$ cat src/rtl/typecm_tx_sched.sv
// typecm_tx_sched
// Shares one typecm_tx packet transmitter among NREQ requesters. Handshake
// packets (ACK/NAK/STALL) go ahead of data packets. Requesters of the same
// class are served round-robin. The winner's fields are latched onto the
// transmitter inputs, the fs/fd handshake is run, and a one-cycle done or err
// pulse is returned to that requester.
//
// Ports:
//   clk, rst        clock, asynchronous active-high reset
//   req             per-requester level request, held until done/err
//   req_btype       packed packet types, requester i at [4i+3:4i]
//   req_didx        packed device index fields
//   req_freq        packed frequency/parameter fields
//   req_ddidx       packed data-device index fields
//   done            one-cycle pulse per requester: packet sent
//   err             one-cycle pulse per requester: bad btype or timeout
//   busy            high whenever the scheduler is not idle
//   gnt_idx         index of the current/last granted requester
//   fs              start strobe to typecm_tx (high throughout SEND)
//   fd              done strobe from typecm_tx
//   btype, didx, freq, ddidx   latched packet fields to typecm_tx
module typecm_tx_sched #(
  parameter int NREQ    = 4,
  parameter int TIMEOUT = 1024,
  parameter int TW      = 11
) (
  input  logic              clk,
  input  logic              rst,
  input  logic [NREQ-1:0]   req,
  input  logic [4*NREQ-1:0] req_btype,
  input  logic [4*NREQ-1:0] req_didx,
  input  logic [4*NREQ-1:0] req_freq,
  input  logic [4*NREQ-1:0] req_ddidx,
  output logic [NREQ-1:0]   done,
  output logic [NREQ-1:0]   err,
  output logic              busy,
  output logic [2:0]        gnt_idx,
  output logic              fs,
  input  logic              fd,
  output logic [3:0]        btype,
  output logic [3:0]        didx,
  output logic [3:0]        freq,
  output logic [3:0]        ddidx
);

  typedef enum logic [2:0] {IDLE, ARB, LOAD, SEND, DONE, GAP} state_t;

  localparam logic [2:0]    LAST_IDX = 3'(NREQ - 1);
  localparam logic [TW-1:0] TMO_LAST = TW'(TIMEOUT - 1);

  state_t          state, state_nxt;
  logic [2:0]      rr_ptr;
  logic [TW-1:0]   tmo_cnt;
  logic            fail_flag;

  logic [NREQ-1:0] hs_mask;
  logic [NREQ-1:0] cand;
  logic            win_found;
  logic [2:0]      win_idx;
  logic [3:0]      win_btype;

  function automatic logic is_hs(input logic [3:0] t);
    return t inside {4'h1, 4'h2, 4'h3};
  endfunction

  function automatic logic is_valid(input logic [3:0] t);
    return is_hs(t) || (t inside {[4'h5:4'hA], 4'hC, 4'hD, 4'hE});
  endfunction

  // Arbitration: restrict to handshake requesters when any exist, then take
  // the first candidate at or above rr_ptr; if none, the lowest candidate
  // below it, which is the wrapped continuation of the same search.
  always_comb begin
    hs_mask = '0;
    for (int i = 0; i < NREQ; i++)
      hs_mask[i] = req[i] & is_hs(req_btype[4*i +: 4]);
    cand      = (|hs_mask) ? hs_mask : req;
    win_found = 1'b0;
    win_idx   = '0;
    win_btype = '0;
    for (int i = 0; i < NREQ; i++)
      if (!win_found && cand[i] && (3'(i) >= rr_ptr)) begin
        win_found = 1'b1;
        win_idx   = 3'(i);
      end
    for (int i = 0; i < NREQ; i++)
      if (!win_found && cand[i]) begin
        win_found = 1'b1;
        win_idx   = 3'(i);
      end
    for (int i = 0; i < NREQ; i++)
      if (3'(i) == win_idx)
        win_btype = req_btype[4*i +: 4];
  end

  always_ff @(posedge clk or posedge rst) begin
    if (rst) state <= IDLE;
    else     state <= state_nxt;
  end

  // Next state plus the state-decoded outputs. fs is a pure decode of SEND so
  // an asynchronous reset drops it immediately.
  always_comb begin
    state_nxt = state;
    fs        = 1'b0;
    busy      = (state != IDLE);
    done      = '0;
    err       = '0;
    case (state)
      IDLE: if (|req) state_nxt = ARB;
      // A request withdrawn before arbitration leaves nothing to serve.
      ARB: begin
        if (!win_found)                state_nxt = IDLE;
        else if (!is_valid(win_btype)) state_nxt = DONE;
        else                           state_nxt = LOAD;
      end
      LOAD: state_nxt = SEND;
      // fd takes precedence over a timeout expiring in the same cycle.
      SEND: begin
        fs = 1'b1;
        if (fd || tmo_cnt == TMO_LAST) state_nxt = DONE;
      end
      DONE: begin
        for (int i = 0; i < NREQ; i++)
          if (3'(i) == gnt_idx) begin
            done[i] = ~fail_flag;
            err[i]  = fail_flag;
          end
        state_nxt = GAP;
      end
      GAP:     state_nxt = IDLE;
      default: state_nxt = IDLE;
    endcase
  end

  // Grant, outcome flag, timeout counter, round-robin pointer and the frozen
  // packet fields. Fields only change in LOAD, so req_* may move at any other
  // time without disturbing a packet in flight.
  always_ff @(posedge clk or posedge rst) begin
    if (rst) begin
      gnt_idx   <= '0;
      rr_ptr    <= '0;
      tmo_cnt   <= '0;
      fail_flag <= 1'b0;
      btype     <= '0;
      didx      <= '0;
      freq      <= '0;
      ddidx     <= '0;
    end else begin
      case (state)
        ARB: if (win_found) begin
          gnt_idx   <= win_idx;
          fail_flag <= ~is_valid(win_btype);
        end
        LOAD: begin
          for (int i = 0; i < NREQ; i++)
            if (3'(i) == gnt_idx) begin
              btype <= req_btype[4*i +: 4];
              didx  <= req_didx[4*i +: 4];
              freq  <= req_freq[4*i +: 4];
              ddidx <= req_ddidx[4*i +: 4];
            end
          tmo_cnt   <= '0;
          fail_flag <= 1'b0;
        end
        SEND: if (!fd) begin
          if (tmo_cnt == TMO_LAST) fail_flag <= 1'b1;
          else                     tmo_cnt   <= tmo_cnt + TW'(1);
        end
        DONE: rr_ptr <= (gnt_idx == LAST_IDX) ? 3'd0 : gnt_idx + 3'd1;
        default: ;
      endcase
    end
  end

endmodule

$ cat config.mk
export PLATFORM = sky130hd
export DESIGN_NAME = typecm_tx_sched
export DESIGN_NICKNAME = d
export VERILOG_FILES = /design/src/rtl/typecm_tx_sched.sv
export SDC_FILE = /design/constraint.sdc
export NUM_CORES = 1
export LEC_CHECK = 0
export CAP_MARGIN = 20
export CORE_UTILIZATION = 41
export CTS_BUF_LIST = sky130_fd_sc_hd__clkbuf_8
export CTS_CLUSTER_SIZE = 8
export DETAILED_ROUTE_END_ITERATION = 8
export GPL_TIMING_DRIVEN = 0
export PLACE_DENSITY = 0.9
export REMOVE_ABC_BUFFERS = 1
export SLEW_MARGIN = 5
export SYNTH_ARGS = -nofsm -noshare
export SYNTH_HDL_FRONTEND = slang
export SYNTH_SLANG_ARGS = --single-unit
$ cat constraint.sdc
create_clock -name clk -period 2.7 [get_ports clk]
set_input_delay 0.54 -clock clk [delete_from_list [all_inputs] [get_ports clk]]
set_output_delay 0.54 -clock clk [all_outputs]
set_load 0.01 [all_outputs]
=== Yosys cells after proc, flatten, opt, wreduce, memory -nomap -nowiden ===
Cells that the tools add are included.

* Memories: 0
* ROM bits: 0
* Word-level logic and storage cells: 160
* Latch bits: 0
* RAM bits: 0
* Output and inout bits: 29
* Bits in registers: 37
* Input bits: 71

* Multipliers: 0
* Multiplexer cells: 60
* Shifts and indexed selects: 0
* Reduce and logical (&&, ||, !) cells: 41
* Add/subtract/negate cells: 2
* Divide/modulo/power cells: 0
* Equal/unequal tests: 36
* Bitwise operators: 6
* Order comparisons: 6

{| class="wikitable"
|+ Operators with widths
! cell !! count
|-
| two-way mux 4 bit || 23
|-
| equality test 4 x 2 -> 1 bit, second input constant || 10
|-
| two-way mux 3 bit || 11
|-
| two-way mux 11 bit || 2
|-
| case mux 11 bit (2 select lines) || 1
|-
| two-way mux 1 bit || 21
|-
| nonzero test 3 bit || 7
|-
| equality test 4 x 1 -> 1 bit, second input constant || 5
|-
| case mux 3 bit (5 select lines) || 1
|-
| equality test 2 x 3 -> 1 bit, first input constant || 4
|-
| equality test 4 bit, second input constant || 3
|-
| logical AND 1 bit || 12
|-
| inequality test 2 bit, second input constant || 6
|-
| adder 11 x 1 -> 11 bit, second input constant || 1
|-
| equality test 11 x 10 -> 1 bit, second input constant || 1
|-
| equality test 3 x 2 -> 1 bit, second input constant || 3
|-
| zero test 3 bit || 3
|-
| nonzero test 4 bit || 2
|-
| OR reduction 4 bit || 2
|-
| zero test 1 bit || 7
|-
| equality test 1 x 3 -> 1 bit, first input constant || 2
|-
| >= comparator 1 x 3 -> 1 bit, first input constant || 2
|-
| >= comparator 2 x 3 -> 1 bit, first input constant || 2
|-
| AND reduction 2 bit || 3
|-
| 12 further kinds || 17
|}

=== Logic depth before layout (Yosys ltp) ===
* Depth in word-level cells: 43
* Gate-level depth with buffers: 10
* Mapped depth without buffers: 10

=== Least setup slack after synthesis ===
Ideal clock, no wire load.

* Path kind: input to register
* Start: input port req_btype[7]
* End: register state[1]
* Arrival time: 3.174 ns
* Data required time: 2.576 ns
* Stages on the path: 9
* Library setup time: 0.124 ns
* Buffers on the path: 0
* Slack: -0.598 ns
* Path through: or3b_1 -> or2_2 -> a32o_1 -> o41a_1 -> a32oi_1 -> a21bo_1 -> or3_1 -> mux2_4 -> a211o_1

* Word-level cells in the longest chain between the ends: 43
* Elaborated cells on any way between the ends: 63
* Classes of those cells: order compare: 2; eq/ne: 12; mux: 23; bitwise: 1; reduce/logical: 25

{| class="wikitable"
|+ Ends and longest elaborated chain
! item !! RTL line !! text
|-
| start, declared || 30 || <nowiki>input logic [4*NREQ-1:0] req_btype,</nowiki>
|-
| equality test 4 x 1 -> 1 bit / equality test 4 x 2 -> 1 bit (equally long branches) || 63 || <nowiki>return t inside {4'h1, 4'h2, 4'h3};</nowiki>
|-
| nonzero test 3 bit || 63 ||
|-
| AND 1 bit || 76 || <nowiki>hs_mask[i] = req[i] & is_hs(req_btype[4*i +: 4]);</nowiki>
|-
| OR reduction 4 bit || 77 || <nowiki>cand = (|hs_mask) ? hs_mask : req;</nowiki>
|-
| two-way mux 4 bit || 77 ||
|-
| logical AND 1 bit || 82 || <nowiki>if (!win_found && cand[i] && (3'(i) >= rr_ptr)) begin</nowiki>
|-
| two-way mux 1 bit || 82 ||
|-
| zero test 1 bit || 82 ||
|-
| (+24 left out) || - ||
|-
| two-way mux 4 bit (4 in series) || 92 || <nowiki>if (3'(i) == win_idx)</nowiki>
|-
| >= comparator 4 x 3 -> 1 bit / <= comparator 4 bit (equally long branches) || 67 || <nowiki>return is_hs(t) || (t inside {[4'h5:4'hA], 4'hC, 4'hD, 4'hE});</nowiki>
|-
| logical AND 1 bit || 67 ||
|-
| nonzero test 4 bit || 67 ||
|-
| logical OR 1 bit || 67 ||
|-
| two-way mux 3 bit || 114 || <nowiki>else if (!is_valid(win_btype)) state_nxt = DONE;</nowiki>
|-
| two-way mux 3 bit (*) || 113 || <nowiki>if (!win_found) state_nxt = IDLE;</nowiki>
|-
| case mux 3 bit (5 select lines) (*) || 109 || <nowiki>case (state)</nowiki>
|-
| end signal, assigned || 98 || <nowiki>else state <= state_nxt;</nowiki>
|-
| end, declared || 51 || <nowiki>state_t state, state_nxt;</nowiki>
|}

Every way passes the cells marked *; elsewhere a longest branch is shown, timed or not.
A chain may end at the register's enable or synchronous reset.

=== Worst setup path after layout ===
* Start: input port req_btype[2]
* End: register state[1]

Same word-level chain as after synthesis.

==> results.yml <==
sta:
  slew_viol_final: 0
  setup_viol: 3
  worstMarginPinSlew_ns: 0.7780
  period_minus_slack_ns: 3.148
  post-route-period-util_pct: 116.6
  whs_ns: 0.5065
  fin_ws_ns: -0.4485
  slew_headroom_pct: 47.90
  grt_setup_unrepaired: "true"
  final_hold_viol_count: 0
  fmax_mhz: 317.6
  finClkSkew_ns: 0.006438
floorplan:
  row_count: 27
  die_w_um: 79.54
  coreArea_um2: 5642
  die_y_um: 79.54
  dieArea_um2: 6326
  start_util_pct: 43.69
  ios: 100
global_routing:
  grt_pass1_vias: 2744
  overflow: 0
  antenna_found_initial: 0
  gr-usage-met3_pct: 6.171
  use_met1_pct: 25.59
  grt_pass1_wl_mm: 11.94
  grt_max_degree: 36
  busiest_layer: "met2"
  grt_use_met2_pct: 45.13
  grt_use_total_pct: 24.54
clock_tree:
  clk_path_buf_depth: 2
  numCtsBuffers: 5
  cts_tree: "built"
  path_clk_slew_ns: 0.07
  clk_latency_ns: 0.29
  hold_buffers: 0
  clock_sinks: 35
  cts_root_buffer: "clkbuf_8"
  cts_max_level: 2
logic_synthesis:
  syn_area_um2: 2465
  synth.area.mux_share_pct: 8.325
  yosysSeqAreaShare_pct: 35.53
  async_reset_ff_share_pct: 100.0
  synth_top_family_by_area: "simple AND/OR/NAND/NOR gates"
  synth_cells: 312
  synth_fa_ha_area_share_pct: 2.538
  synth-seq-cells: 35
  synthXorXnorAreaFrac_pct: 2.843
  synth_ff_type: "dfrtp_1"
  synth_edf_count: 0
  synth_warnings: 0
  synth.avg_cell_area_um2: 7.900
  yosys.area_share.simple_pct: 24.31
  post_synth_num_cell_types: 48
  synth_compound_area_share_pct: 21.57
cells_and_area:
  finalInstanceArea_um2: 3744
  finalNetCount: 482
  layout_commonest_cell: "clkdlybuf4s50_1"
  layout_common_cells: "79 x clkdlybuf4s50_1, 68 x nor2_1, 51 x a21oi_1"
  layout.cells.non_filler: 479
  n_antenna_cell: 0
  area_growth_pct: 51.88
  drive_gt1_share_pct: 12.04
route:
  antenna_left: 0
  wirelength_mm: 7.616
  viasPerCell: 5.674
  drc: 0
  dr.pass1.iters: 4
  num_vias: 2718
  drt_iter0_markers: 124
  routedWlPerCell_um: 15.90
power:
  p_per_area_nw_per_um2: 836.2
  leakage_nw: 1.583
  irDropWorstVdd_mv: 0.4364
setup_path:
  path_class: "in -> reg"
  start_kind: "primary input"
  required_ns: 2.88
  cp_data_arrival_time_ns: 3.33
  cp-end-kind: "flop"
  worstPathMaxFanout: 4
placement:
  port_buffers: 98
  placed_area_um2: 3473
  placed_cells: 464
  place_congestion: 0.9148
  dp_hpwl_mm: 5.354
run:
  cap_violations: 0
run_status:
  violations: "negative setup slack"
  status: "finished, violations left"
hold_path:
  worst_hold_path_type: "reg -> reg"
area by class of cell:
type | count | area [µm²]
clock buffer | 5 | 68.82
multi-input combinational | 249 | 1628
tap | 72 | 90.09
clock inverter | 3 | 12.51
fill | 444 | 1898
sequential | 35 | 877.1
timing repair buffer | 106 | 1033
inverter | 9 | 33.78
registers in the layout (all words and copies together) (netlist names):
signal     flops
btype          4
ddidx          4
didx           4
fail_flag      1
freq           4
gnt_idx        2
rr_ptr         2
state          3
tmo_cnt       11
synthesized netlist by cell type, types with 2 or more instances:
cell	n	area share, %
nor3b_1	3	0.91
nand4_1	3	0.76
o31ai_1	3	0.91
or3_1	6	1.5
dfrtp_1	35	36
a41oi_1	2	0.71
nor3_1	3	0.61
or3b_1	2	0.71
xor2_1	7	2.5
or2_2	3	0.76
nand2_1	17	2.6
and2_1	6	1.5
nand3_1	4	0.81
o21ai_0	7	1.4
o41a_1	3	1.4
a211oi_1	2	0.61
inv_1	9	1.4
a21oi_1	51	10
clkbuf_1	15	2.3
o311a_1	3	1.2
buf_1	2	0.30
mux2i_1	19	7.7
nor4_1	3	0.76
a32oi_1	2	0.71
and3_1	4	1.0
ha_1	5	2.5
nor2_1	70	11
nand2b_1	3	0.76
final timing paths:
check                           cells after the start          from  slack (ns)          end
worst max register to register                      9     rr_ptr[1]       -0.18     state[1]
min in group asynchronous                           2           rst        0.70     ddidx[2]
worst min-delay path                                2   tmo_cnt[10]        0.51  tmo_cnt[10]
worst min register to register                      2   tmo_cnt[10]        0.51  tmo_cnt[10]
worst max-delay path                               10  req_btype[2]       -0.45     state[1]
max in group asynchronous                           2           rst        1.49   gnt_idx[0]
routing by layer:
layer	routed length, µm	vias to the layer above
met4	160	0
li1	-	1295
met1	2933	1290
met5	0	-
met3	487	17
met2	4035	116
logic make-up after synthesis:
group           count (synthesis)
compound gates                 85
xor+xnor                        8
fa+ha+maj                       5
buf+inv                        28
flops                          35
mux                            20
other cells                     1
simple gates                  130
timing repair:
item	in CTS	in global routing
gates resized for setup	66	7
endpoints found under the setup margin	25	8
buffers inserted	5	2
pin swaps	11	3
gates cloned	0	0
through the flow:
stage                     setup TNS, ns  power [mW]  setup WS [ns]  utilization [%]
final                            -1.273       3.130        -0.4485            66.36
after global placement           -9.756       2.508         -1.299            61.21
after CTS                        -1.020       3.050        -0.3794            65.34
after floorplan                  -1.529       1.906        -0.5979                -
after detailed placement         -7.621       2.602         -1.346            61.57
after global routing             -1.476       3.367        -0.5145            66.36
worst max-delay path: stages:
cell and delay, ns:
buf_6 0.09, or3b_4 0.39, or2_4 0.27, a32o_2 0.31, o41a_1 0.41, a32oi_1 0.17, a21bo_1 0.23, or3_1 0.35
mux2_4 0.29, a211o_1 0.26
where the power goes:
group	internal (mW)	switching, mW	total [mW]
logic	0.901	0.959	1.86
registers	0.715	0.187	0.902
clock network	0.173	0.195	0.368
total	1.79	1.34	3.13
Note: power is estimated with default switching activity, not from simulation.
